## src/rtl/fir_pkg.sv

```systemverilog
// fir_pkg: op encodings and widths shared by the FIR datapath
package fir_pkg;
    localparam int DATA_W = 16;
    localparam int IDX_W  = 4;
    localparam logic [1:0] OP_NOP  = 2'b00;
    localparam logic [1:0] OP_LOAD = 2'b01;
    localparam logic [1:0] OP_ADD  = 2'b10;
    localparam logic [1:0] OP_SUB  = 2'b11;
endpackage

```

## src/rtl/fir_regfile.sv

```systemverilog
// fir_regfile: NUM_REGS x DATA_W storage, two async reads, OUT_REG tap, one sync write
module fir_regfile
    import fir_pkg::*;
#(
    parameter int DW       = DATA_W,
    parameter int NUM_REGS = 16,
    parameter int OUT_REG  = 0
) (
    input  logic             clk,
    input  logic             nReset,
    input  logic             we,
    input  logic [IDX_W-1:0] wa,
    input  logic [DW-1:0]    wd,
    input  logic [IDX_W-1:0] ra,
    input  logic [IDX_W-1:0] rb,
    output logic [DW-1:0]    rdata_a,
    output logic [DW-1:0]    rdata_b,
    output logic [DW-1:0]    out_data
);
    logic [DW-1:0] regs [NUM_REGS];

    // indices beyond the array read as zero and never write
    assign rdata_a  = (int'(ra) < NUM_REGS) ? regs[ra] : '0;
    assign rdata_b  = (int'(rb) < NUM_REGS) ? regs[rb] : '0;
    assign out_data = regs[OUT_REG];

    always_ff @(posedge clk) begin
        if (!nReset) begin
            for (int i = 0; i < NUM_REGS; i++) regs[i] <= '0;
        end else if (we && int'(wa) < NUM_REGS) begin
            regs[wa] <= wd;
        end
    end
endmodule

```

## src/rtl/fir_datapath.sv

```systemverilog
// fir_datapath: op decode, add/sub with signed overflow flag, V and busy flops
// Optional clamping of overflowed results when FIR_DATAPATH_SATURATE_EN is defined.
module fir_datapath
    import fir_pkg::*;
#(
    parameter int DW       = DATA_W,
    parameter int NUM_REGS = 16,
    parameter int OUT_REG  = 0
) (
    input  logic             clk,
    input  logic             nReset,
    input  logic [1:0]       op,
    input  logic [IDX_W-1:0] A,
    input  logic [IDX_W-1:0] B,
    input  logic [IDX_W-1:0] C,
    input  logic [DW-1:0]    data_in,
    output logic             V,
    output logic [DW-1:0]    outreg_data,
    output logic             busy
);
    logic [DW-1:0] a, b, sum, res, wd;
    logic          sub, arith, ovf;

    fir_regfile #(.DW(DW), .NUM_REGS(NUM_REGS), .OUT_REG(OUT_REG)) u_rf (
        .clk(clk),
        .nReset(nReset),
        .we(op != OP_NOP),
        .wa(C),
        .wd(wd),
        .ra(A),
        .rb(B),
        .rdata_a(a),
        .rdata_b(b),
        .out_data(outreg_data)
    );

    assign arith = op[1];
    assign sub   = (op == OP_SUB);
    assign sum   = sub ? a - b : a + b;
    // on overflow the true result always carries the sign of operand a
    assign ovf   = (sub ? (a[DW-1] != b[DW-1]) : (a[DW-1] == b[DW-1])) && (sum[DW-1] != a[DW-1]);
`ifdef FIR_DATAPATH_SATURATE_EN
    assign res   = ovf ? (a[DW-1] ? {1'b1, {(DW-1){1'b0}}} : {1'b0, {(DW-1){1'b1}}}) : sum;
`else
    assign res   = sum;
`endif
    assign wd    = arith ? res : data_in;

    always_ff @(posedge clk) begin
        if (!nReset) begin
            V    <= 1'b0;
            busy <= 1'b0;
        end else begin
            V    <= arith ? ovf : V;
            busy <= (op != OP_NOP);
        end
    end
endmodule
```

## config.mk

```make
export PLATFORM = sky130hd
export DESIGN_NAME = fir_datapath
export DESIGN_NICKNAME = d
export VERILOG_FILES = /design/src/rtl/fir_pkg.sv /design/src/rtl/fir_regfile.sv /design/src/rtl/fir_datapath.sv
export SDC_FILE = /design/constraint.sdc
export NUM_CORES = 1
export LEC_CHECK = 0
export ABC_AREA = 0
export BUFFER_PORTS_ARGS = -buffer_cell sky130_fd_sc_hd__buf_2
export CAP_MARGIN = 20
export CORE_ASPECT_RATIO = 0.9
export CORE_MARGIN = 2
export CORE_UTILIZATION = 32
export DETAILED_ROUTE_END_ITERATION = 8
export PLACE_DENSITY = 0.43
export REMOVE_ABC_BUFFERS = 1
export SETUP_SLACK_MARGIN = 0.5
export SYNTH_ARGS = -nofsm -noshare
export SYNTH_HDL_FRONTEND = slang
export SYNTH_SLANG_ARGS = --single-unit
```

## constraint.sdc

```tcl
create_clock -name clk -period 7.5 [get_ports clk]
set_input_delay 1.5 -clock clk [delete_from_list [all_inputs] [get_ports clk]]
set_output_delay 1.5 -clock clk [all_outputs]
set_load 0.03 [all_outputs]
```

## After elaboration in Yosys (flattened, before gate mapping)

Memory sizes are Yosys's and may differ from the RTL's.
Index checks and enable logic that the tools add are counted.

- Memories: 1
- Output and inout port bits: 18
- Bits in writable memories: 256
- ROM bits: 0
- Logic and storage cells: 22
- Register bits after elaboration: 2
- Latch bits: 0
- Bits of input ports: 32

Memory list:

| name | depth | width | read ports | clocked after memory_dff | wr ports | line | text |
|---|---|---|---|---|---|---|---|
| u_rf.regs | 16 | 16 | 3 | 0 | 16 | fir_regfile.sv:20 | `logic [DW-1:0] regs [NUM_REGS];` |

- Add/subtract/negate cells: 2
- Div/mod/pow operators: 0
- Shift-type cells: 0
- Equal/unequal tests: 4
- Muxes and demuxes: 10
- Multiply operators: 0
- Order comparisons: 0
- Bitwise gates (word level): 0
- Reduce and logical (&&, ||, !) cells: 3

Operators by type and width:

| operator | count |
|---|---|
| 2-to-1 mux 16 bit | 3 |
| adder 16 bit | 1 |
| OR reduction 16 bit | 1 |
| subtractor 16 bit | 1 |
| 2-to-1 mux 1 bit | 6 |
| 2-to-1 mux 4 bit | 1 |
| == test 2 bit (second input constant) | 1 |
| inequality test 1 bit | 2 |
| nonzero test 2 bit | 1 |
| == test 1 bit | 1 |
| logical AND 1 bit | 1 |

## Depth between registers and ports, before layout

- Depth in word-level cells: 6
- Depth in mapped cells: 25
- Mapped depth without buffers: 20

## Cells and area by module

Synthesis repeated with hierarchy kept, for this count alone.

- Cells, all modules: 1035
- Area total of the unflattened synthesis: 14790.4 um^2

Modules (own cells, without submodules):

| module | area an instance (um^2) | sequential area each (um^2) | times used | cells an instance |
|---|---|---|---|---|
| fir_regfile | 13480.4 | 7687.4 | 1 | 859 |
| fir_datapath | 1310.0 | 40.0 | 1 | 176 |

## Worst setup path after synthesis

OpenSTA, ideal clock, no wires.

- Kind: input to register
- From: input port A[0]
- To: memory u_rf.regs[0][14] (netlist name) (data pin)
- Path buffers: 3
- Slack: 1169 ps
- Cell stages on the path: 19
- Arrival: 6065 ps
- Cells stage by stage: clkbuf_1 > buf_1 > mux4_2 > mux4_2 > inv_1 > ha_1 > inv_1 > fa_1 > a21o_1 > a21oi_1 > o21bai_1 > a21oi_1 > o21a_1 > o211ai_1 > a31oi_1 > xnor2_1 > mux2i_1 > clkbuf_1 > nor2_1

RTL lines:

| item | line | text |
|---|---|---|
| start, declared | fir_datapath.sv:13 | `input logic [IDX_W-1:0] A,` |
| end, declared | fir_regfile.sv:20 |  |

==> flow_metrics.py <==
metrics = {
    "cells_and_area": {
        "regArea_um2": 7730,
        "layout-drive-gt1-share": 0.283,
        "num_antenna_cells": 0,
        "final-instance-count-excl-fill": 1695,
        "fillers": 4231,
        "layout.nets": 1120,
        "final_cell_mix": "nor2_1 (269), edfxtp_1 (256), mux4_2 (132)",
        "layout_commonest_cell": "nor2_1",
        "synthToLayoutAreaGrowth_pct": 14.6,
        "multi_input_area_um2": 6080,
    },
    "clock_tree": {
        "post-cts-setup-buffer-count": 0,
        "cts.path.max_buffers": 3,
        "cts_tree": "yes",
        "clk_pin_slew_ns": 0.06,
        "cts_hold_repair.buffers": 0,
        "htreeDepth": 1,
        "clkSinkCount": 258,
        "clkLatencyLatePin_ns": 0.57,
        "cts-root-buf": "clkbuf_16",
        "cts_buffers": 30,
        "cts_resized": 0,
    },
    "placed_design": {
        "io_buffers": 49,
        "gp_congestion": 0.839,
        "hpwl_um": 32800,
        "placedCellCount": 1638,
    },
    "synth": {
        "synth_top_family_by_area": "multiplexers",
        "synthTopCellsByArea": "edfxtp_1 (54%), mux4_2 (21%), nor2_1 (7.1%), mux2i_1 (2.4%), ha_1 (1.4%)",
        "syn_area_um2": 14300,
        "synth_fa_ha_area_frac": 0.0154,
        "synthCells": 1007,
        "yosys.cell_types.count": 52,
        "synth-seq-area-share": 0.542,
        "synth_compound_area_frac": 0.0400,
        "synth_xor_area_frac": 0.0166,
        "synth_seq_cells": 258,
        "synthArstFlopShare": 0,
        "yosysTopAreaCell": "edfxtp_1",
        "ys_warn_count": 0,
        "synth_top_area_frac": 0.539,
        "avgSynthCellArea_um2": 14.2,
        "synthMuxAreaShare": 0.245,
        "synth-simple-area-share": 0.109,
        "synth_flop_cell": "edfxtp_1",
        "synth-edff-count": 256,
    },
    "global_route": {
        "grt_busiest_layer": "met1",
        "globalRouteMet3Util": 0.0444,
        "grt_max_degree": 41,
        "grt_use_total": 0.230,
        "globalRouteMet1Util": 0.343,
        "met2_usage": 0.339,
        "grt_antenna_before_repair": 0,
        "grt_pass1_wl_um": 73300,
        "grt_pass1_vias": 9561,
        "grt_overflow_total": 0,
    },
    "route": {
        "ant_nets": 0,
        "dr.pass1.iters": 5,
        "drt-initial-drc-count": 930,
        "totalWireLength_um": 52300,
        "viasPerCell": 5.60,
        "wl_per_cell_um": 30.9,
        "vias": 9497,
        "drc": 0,
    },
    "worst_setup_path": {
        "end_kind": "flip-flop",
        "required_ns": 7.81,
        "r2r_setup_slack_ns": 2.72,
        "worstSetupStartpoint": "B[0]",
        "path_class": "input pin to flip-flop",
        "timing.rr.end": "u_rf.regs[4][15]",
        "start_kind": "input pin",
        "cp_data_arrival_time_ns": 6.24,
        "worst_r2r_path_depth": 15,
        "crit_path_end": "u_rf.regs[4][15]",
        "r2r-start": "u_rf.regs[0][4]",
        "cp_max_fo": 28,
    },
    "sta": {
        "relSlewSlack": 0.303,
        "worstMarginPinSlew_ns": 1.04,
        "fin_crit_sh": 0.791,
        "finClkSkew_ns": 0.0146,
        "setup_viol": 0,
        "setup-tns-final_ns": 0,
        "hold_viol_final": 0,
        "finalCriticalPeriod_ns": 5.93,
        "rsz0062_at_grt": "false",
        "drv_slew": 0,
        "max_freq_mhz": 169,
    },
    "status": {
        "status": "complete, no violations",
    },
    "die": {
        "core_um2": 44100,
        "initial_utilization": 0.323,
        "dieArea_um2": 46300,
        "die_x_um": 227,
        "fp.dieH_um": 204,
        "io_pins": 50,
        "rows": 73,
    },
    "pwr": {
        "ir_drop_mv": 0.150,
        "p_leak_uw": 0.00591,
        "power_density_nw_per_um2": 251,
        "total_power_uw": 4100,
    },
    "min_path": {
        "hold_path_class": "flip-flop to flip-flop",
        "worstHoldStart": "V",
    },
    "run": {
        "drv_cap": 0,
    },
}
logic make-up (layout without fill, tap and decap cells):
family                   count (synthesis)  in the layout
XOR/XNOR                                27             27
AND/OR/NAND/NOR                        359            359
adder cells (fa/ha/maj)                 17             17
buffers and inverters                   94            182
flip-flops                             258            258
AO/OA/AOI/OAI                           79             79
multiplexers                           173            173
report_power, final:
group	total [µW]	switching (µW)	internal, µW
combinational	901	574	327
clock	1510	625	886
sequential	1690	33.8	1660
total	4100	1230	2870
per-layer routing:
| metal | wire (µm) | part of all wire | up-vias |
|---|---|---|---|
| met5 | 0 | 0 | - |
| met4 | 1580 | 0.030 | 0 |
| met3 | 3670 | 0.070 | 90 |
| met2 | 22700 | 0.43 | 386 |
| met1 | 24400 | 0.47 | 5028 |
| li1 | - | - | 3993 |
layout make-up:
| class | count | area share |
|---|---|---|
| clock inverters | 21 | 0.0122 |
| repair buffers | 111 | 0.0455 |
| flip-flops and latches | 258 | 0.473 |
| multi-input cells | 655 | 0.372 |
| inverters | 15 | 0.00344 |
| clock buffers | 35 | 0.0484 |
| well taps | 600 | 0.0459 |
state kept, by name, summed over array words and instances (netlist names):
signal / count
u_rf.regs: 256
V: 1
busy: 1
critical path, cell delays in order:
cell	delay [ns]
buf_4	0.47
buf_4	0.35
mux4_1	0.58
mux2i_1	0.14
mux2i_1	0.15
or3_4	0.41
nor3_4	0.29
nand2_1	0.11
o21ai_0	0.26
xor2_1	0.11
ha_1	0.38
nand3_1	0.09
o21ai_0	0.24
o21a_1	0.20
a31oi_1	0.11
xnor2_1	0.26
a21o_4	0.41
nor2_1	0.10
worst min path at each step:
stage	end	slack, ns	depth (start not counted)
2_1_floorplan	V	0.62	2
3_5_place_dp	V	0.53	2
3_3_place_gp	V	0.54	2
4_1_cts	V	0.54	2
5_1_grt	V	0.56	2
6_report	V	0.54	2
cell usage after synthesis, drive strengths merged (9+ instances only):
master,n
a21oi,10
a221oi,15
buf,27
clkbuf,52
edfxtp,256
ha,16
inv,15
mux2i,34
mux4,139
nand2,42
nand3,9
nor2,279
nor2b,10
o21ai,19
xnor2,15
xor2,12
metrics by stage:
step,utilization,instance area (µm²),setup WS [ns],hold slack [ns]
6_report,0.371,16300,1.57,0.542
5_1_grt,0.371,16300,1.18,0.556
4_1_cts,0.370,16300,1.58,0.544
3_5_place_dp,0.348,15300,0.982,0.535
3_3_place_gp,0.348,15300,1.01,0.539
2_1_floorplan,-,13900,1.71,0.616
No activity file was read; power rests on OpenSTA's default activity.
